==> src/rtl/proc_pkg.sv <==
// Shared types for the pipeline hazard controller: FSM states, forwarding
// select encodings and the shadow-slot record that mirrors each pipe stage.
package proc_pkg;

  // Slot rd field is sized for the widest register index we expect to track.
  localparam int unsigned RD_MAX_W = 8;

  typedef enum logic [1:0] {
    ST_RUN    = 2'd0,
    ST_LSTALL = 2'd1,
    ST_FLUSH  = 2'd2
  } hz_state_e;

  localparam logic [1:0] FWD_NONE  = 2'b00;
  localparam logic [1:0] FWD_EXMEM = 2'b01;
  localparam logic [1:0] FWD_MEMWB = 2'b10;

  typedef struct packed {
    logic                valid;
    logic                wr;
    logic                rm;
    logic [RD_MAX_W-1:0] rd;
  } slot_t;

endpackage

==> src/rtl/sat_counter.sv <==
// Event counter that sticks at all-ones instead of wrapping.
module sat_counter #(
  parameter int unsigned CNT_W = 8
) (
  input  logic             clock,
  input  logic             reset_n,
  input  logic             inc_i,
  output logic [CNT_W-1:0] count_o
);

  logic [CNT_W-1:0] count_q, count_d;

  always_comb begin
    count_d = count_q;
    if (inc_i && (count_q != '1)) begin
      count_d = count_q + CNT_W'(1);
    end
  end

  always_ff @(posedge clock or negedge reset_n) begin
    if (!reset_n) begin
      count_q <= '0;
    end else begin
      count_q <= count_d;
    end
  end

  assign count_o = count_q;

endmodule

==> src/rtl/hazard_ctrl.sv <==
// Load-use / RAW interlock, branch flush and EX operand-forward select for a
// 5-stage pipeline, with saturating stall and flush event counters.
module hazard_ctrl
  import proc_pkg::*;
#(
  parameter int unsigned NREG_W = 2,
  parameter bit          FWD_EN = 1'b1,
  parameter int unsigned CNT_W  = 8
) (
  input  logic              clock,
  input  logic              reset_n,
  input  logic              id_valid,
  input  logic [NREG_W-1:0] id_rs,
  input  logic              id_rs_use,
  input  logic [NREG_W-1:0] id_rd,
  input  logic              id_wr,
  input  logic              id_rm,
  input  logic              mem_take,
  output logic              stall,
  output logic              bubble,
  output logic              flush,
  output logic [1:0]        fwd,
  output logic [CNT_W-1:0]  stall_cnt,
  output logic [CNT_W-1:0]  flush_cnt
);

  hz_state_e           state_q, state_d;
  slot_t               exs_q, exs_d, mems_q, mems_d, wbs_q, wbs_d;
  slot_t               id_slot_c;
  logic [1:0]          fwd_q, fwd_d;
  logic [RD_MAX_W-1:0] rs_ext_c;
  logic                id_live_c, ex_match_c, mem_match_c, hazard_c;
  logic                unused_wbs;

  // The instruction sitting in ID right after a flush is the killed slot.
  assign id_live_c   = id_valid && (state_q != ST_FLUSH);
  assign rs_ext_c    = RD_MAX_W'(id_rs);
  assign ex_match_c  = exs_q.valid && exs_q.wr && (exs_q.rd == rs_ext_c);
  assign mem_match_c = mems_q.valid && mems_q.wr && (mems_q.rd == rs_ext_c);
  assign hazard_c    = id_live_c && id_rs_use &&
                       (FWD_EN ? (ex_match_c && exs_q.rm)
                               : (ex_match_c || mem_match_c));

  // WB slot completes the pipeline mirror; no decision depends on it yet.
  assign unused_wbs = ^wbs_q;

  always_comb begin
    state_d = state_q;
    stall   = 1'b1;
    bubble  = 1'b0;
    flush   = 1'b0;
    if (mem_take) begin
      flush   = 1'b1;
      bubble  = 1'b1;
      state_d = ST_FLUSH;
    end else begin
      case (state_q)
        ST_RUN, ST_LSTALL: begin
          if (hazard_c) begin
            stall   = 1'b0;
            bubble  = 1'b1;
            state_d = ST_LSTALL;
          end else begin
            state_d = ST_RUN;
          end
        end
        ST_FLUSH: state_d = ST_RUN;
        default:  state_d = ST_RUN;
      endcase
    end
  end

  // Downstream stages always move; ID enters EX unless replaced by a bubble.
  always_comb begin
    id_slot_c.valid = id_live_c && !bubble;
    id_slot_c.wr    = id_wr;
    id_slot_c.rm    = id_rm;
    id_slot_c.rd    = RD_MAX_W'(id_rd);
    exs_d  = id_slot_c;
    mems_d = exs_q;
    wbs_d  = mems_q;
    if (flush) begin
      exs_d.valid  = 1'b0;
      mems_d.valid = 1'b0;
    end
    fwd_d = FWD_NONE;
    if (FWD_EN && id_live_c && id_rs_use && !bubble) begin
      if (ex_match_c) begin
        fwd_d = FWD_EXMEM;
      end else if (mem_match_c) begin
        fwd_d = FWD_MEMWB;
      end
    end
  end

  always_ff @(posedge clock or negedge reset_n) begin
    if (!reset_n) begin
      state_q <= ST_RUN;
      exs_q   <= '0;
      mems_q  <= '0;
      wbs_q   <= '0;
      fwd_q   <= FWD_NONE;
    end else begin
      state_q <= state_d;
      exs_q   <= exs_d;
      mems_q  <= mems_d;
      wbs_q   <= wbs_d;
      fwd_q   <= fwd_d;
    end
  end

  assign fwd = fwd_q;

  sat_counter #(.CNT_W(CNT_W)) u_stall_cnt (
    .clock   (clock),
    .reset_n (reset_n),
    .inc_i   (!stall),
    .count_o (stall_cnt)
  );

  sat_counter #(.CNT_W(CNT_W)) u_flush_cnt (
    .clock   (clock),
    .reset_n (reset_n),
    .inc_i   (flush),
    .count_o (flush_cnt)
  );

endmodule

==> config.mk <==
export PLATFORM = sky130hd
export DESIGN_NAME = hazard_ctrl
export DESIGN_NICKNAME = d
export VERILOG_FILES = /design/src/rtl/proc_pkg.sv /design/src/rtl/sat_counter.sv /design/src/rtl/hazard_ctrl.sv
export SDC_FILE = /design/constraint.sdc
export NUM_CORES = 1
export LEC_CHECK = 0
export ABC_AREA = 1
export CELL_PAD_IN_SITES_DETAIL_PLACEMENT = 1
export CELL_PAD_IN_SITES_GLOBAL_PLACEMENT = 2
export CORE_ASPECT_RATIO = 0.7
export CORE_MARGIN = 2
export CORE_UTILIZATION = 29
export CTS_BUF_LIST = sky130_fd_sc_hd__clkbuf_4 sky130_fd_sc_hd__clkbuf_8 sky130_fd_sc_hd__clkbuf_16
export DETAILED_ROUTE_END_ITERATION = 12
export HOLD_SLACK_MARGIN = 0.1
export PLACE_DENSITY_LB_ADDON = 0.08
export SETUP_SLACK_MARGIN = 0.3
export SLEW_MARGIN = 20
export SYNTH_ARGS = -nofsm -noshare
export SYNTH_HDL_FRONTEND = slang
export SYNTH_SLANG_ARGS = --single-unit
==> constraint.sdc <==
create_clock -name clock -period 1.53 [get_ports clock]
set_input_delay 0.153 -clock clock [delete_from_list [all_inputs] [get_ports clock]]
set_output_delay 0.153 -clock clock [all_outputs]
set_load 0.02 [all_outputs]
==> results by group <==
Drt
  • TritonRoute pass-1 iters: 3
  • Drt first-iter violations: 26
  • Final wirelength: 4456 um
  • DR WL/cell: 14.15 um
  • Vias per cell: 4.505
  • Vias: 1419
  • Antenna Nets Post-Route: 0
  • DRC: 0

CTS
  • Num CTS Buffers: 5
  • Cts hold-fix bufs: 0
  • Clock Sinks: 29
  • Max clock buf depth: 2
  • H-tree levels: 2
  • CTS tree: done
  • CTS clk-pin slew, worst paths: 0.07 ns
  • Later-pin clock latency in the skew report: 0.28 ns
  • CTS root buf: clkbuf_8

STA
  • Crit path time final: 1.535 ns
  • Slew Viols, Final: 0
  • Period Utilization, post-route: 100.3%
  • Setup ws final: -0.005033 ns
  • Tightest Pin Transition: 0.3945 ns
  • Max-slew headroom: 73.70%
  • Final Hold Vio Count: 0
  • RSZ-0062 raised after global routing: yes
  • Fmax: 0.6515 GHz
  • Setup-failing EPs final: 1
  • Final Skew: 0.003996 ns

Logic synthesis
  • Fraction of registers with async set/reset: 100.0%
  • Main flop type after synthesis: dfrtp_1
  • Seq/Total Area, Yosys: 49.28%
  • Gate Count Post-Synth: 174
  • Synth cell types: 25
  • Post-Synth XOR/XNOR Area: 4.163%
  • Synth Net Count: 187
  • Mapped cell area: 1473 sq um
  • Simple logic cell fraction of the synthesized area: 34.41%
  • Largest family of logic cells by synthesized area: simple AND/OR/NAND/NOR gates
  • Number of synthesized flops with an enable pin: 0
  • #FFs+latches synth: 29
  • Yosys Warn Count: 0
  • Compound-Gate Fraction of Synth Area: 2.719%
  • Mean Syn Cell Area: 8.464 sq um
  • Post-synthesis mux area share: 0%
  • Post-Synth Adder-Cell Area: 1.699%

Final layout
  • P&R area growth vs syn: 64.06%
  • Final std cells w/o fill: 315
  • Post-route design area: 2416 sq um
  • Final Core Density: 49.97%
  • Layout net count: 258
  • Diode count: 0
  • Layout cell share with drive strength beyond 1: 41.46%

Worst hold path
  • Hold depth: 1
  • Worst Min Path Start: mem_take
  • Hold Crit Class: input port to flip-flop
  • Hold Crit Endpoint: state_q[1]$_DFF_PN0_

Critical path
  • CP Max Fanout: 3
  • Critical path type: input port to primary output
  • CP Launch Type: input port
  • RR Endpoint: u_stall_cnt.count_o[0]$_DFFE_PN0P_
  • Critical path data arrival time: 1.38 ns
  • R2r setup slk: 0.04 ns
  • Critical Path Sink Type: primary output
  • Critical Path RT: 1.38 ns
  • R2r worst-path depth: 9
  • Reg2reg start: exs_q[0]$_DFF_PN0_

Job
  • Max cap viols: 0

Power
  • Worst VDD drop: 0.8301 mV
  • P per Cell Area: 991.2 nW/um^2
  • P_leak: 1.243 nW

Place
  • HPWL after DPL: 2797 um
  • Port bufs: 31
  • GP Congestion: 0.7798
  • Dpl cells: 285
  • Dpl cell area: 2002 sq um

Floorplanning
  • Cell Rows: 21
  • Core Area: 4835 sq um
  • IO Pins: 32
  • Chip width: 89.18 um
  • Die Footprint: 5673 sq um
  • Starting Density: 30.46%
  • Die height: 63.62 um

Global routing
  • Vias in the first global route: 1520
  • Tot GR Track Use: 16.59%
  • Grt total ovfl: 0
  • Initial antenna violation count: 0
  • Largest net degree at the start of global routing: 30
  • First-pass GRT wire length: 7189 um

Run status
  • Failing checks: setup timing
  • Outcome: finished, violations left
==> cell usage after synthesis, drive strengths merged (2+ instances only) <==
| cell | number | area [sq um] |
|---|---|---|
| buf | 2 | 12.51 |
| dfrtp | 29 | 725.7 |
| ha | 2 | 25.02 |
| inv | 26 | 97.60 |
| nand2 | 55 | 226.5 |
| nand3 | 8 | 50.05 |
| nand3b | 3 | 22.52 |
| nand4 | 14 | 102.6 |
| nor2 | 15 | 68.81 |
| nor3 | 4 | 36.29 |
| o21ai | 8 | 40.04 |
| xnor2 | 2 | 17.52 |
| xor2 | 5 | 43.79 |
==> cells by family after synthesis <==
group           Yosys count
compound gates            8
buf+inv                  29
fa+ha+maj                 2
simple gates             99
flops                    29
xor+xnor                  7
==> worst max path at each step <==
stage                                       start                            endpoint  slack, ns  depth (start not counted)
2_1_floorplan  u_stall_cnt.count_o[0]$_DFFE_PN0P_  u_stall_cnt.count_o[2]$_DFFE_PN0P_       0.27                          7
3_3_place_gp                             id_rs[1]                              bubble      -0.34                          8
3_5_place_dp                             id_rs[0]                              bubble      -0.38                          8
4_1_cts                        exs_q[1]$_DFF_PN0_                               stall      0.006                          8
5_1_grt                        exs_q[1]$_DFF_PN0_                               stall      -0.11                          8
6_report                                 id_rs[0]                               stall     -0.005                          9
==> critical path, stage by stage <==
cell             delay (ns)
clkdlybuf4s50_1        0.49
inv_1                  0.07
nand2_1                0.09
nand3_2                0.09
nor2_4                 0.12
nand2_2                0.09
nor2_2                 0.10
inv_1                  0.06
buf_6                  0.12
==> registers in the layout, indices dropped and copies added, names as in the netlist <==
register,count
state_q,2
fwd,2
u_stall_cnt.count_o,8
mems_q,4
exs_q,5
u_flush_cnt.count_o,8
==> layout make-up <==
| type | instances | area, sq um |
|---|---|---|
| Inverter | 27 | 116.4 |
| Multi-Input combinational cell | 117 | 797.0 |
| Timing Repair Buffer | 65 | 593.1 |
| Fill cell | 570 | 2419 |
| Clock buffer | 6 | 76.32 |
| Clock inverter | 2 | 10.01 |
| Sequential cell | 29 | 737.0 |
| Tap cell | 69 | 86.33 |
==> metal layers <==
layer	wire length [um]	global-route usage, %
met5	0	0
met3	164	4.456
met1	2102	22.44
met4	53	3.918
met2	2135	26.30
==> placed cells by master (no fill, tap or decap), types with 3 or more instances in the layout <==
cell type and count:
nor2_2 3, nand3_1 5, nand2_2 8, clkdlybuf4s50_1 9, clkbuf_8 5, inv_2 6
buf_6 11, inv_1 19, o21ai_2 3, o21ai_1 3, dlygate4sd2_1 9, clkdlybuf4s15_1 6
nand3b_1 3, nand4_1 13, dfrtp_1 20, nand2_1 40, nor2_1 10, nor3_4 3
xor2_1 3, nand2_4 7, nand3_2 3, buf_4 25, dfrtp_2 9
==> per-stage QoR <==
step / TNS, ns / power (W) / setup slack [ns] / hold WS [ns]
after floorplan: 0 / 0.001252 / 0.2722 / -0.1426
after global placement: -0.9324 / 0.001511 / -0.3440 / 0.3900
after detailed placement: -1.107 / 0.001534 / -0.3794 / 0.3723
after CTS: 0 / 0.002227 / 0.005920 / 0.2449
after global routing: -0.5019 / 0.002534 / -0.1091 / 0.2426
final: -0.005033 / 0.002395 / -0.005033 / 0.2463
==> power breakdown <==
group | leakage [nW] | switching, W | internal [W] | total [W]
clock | 0.0484 | 0.000293 | 0.000332 | 0.000625
combinational | 0.830 | 0.000395 | 0.000387 | 0.000782
sequential | 0.364 | 0.000129 | 0.000858 | 0.000987
==> timing repair <==
action	4_1_cts	5_1_grt
buffers inserted	12	9
pin swaps	9	10
endpoints found under the setup margin	36	31
gates cloned	1	0
resized for setup	50	49
Power figures use the tool's default switching activity.
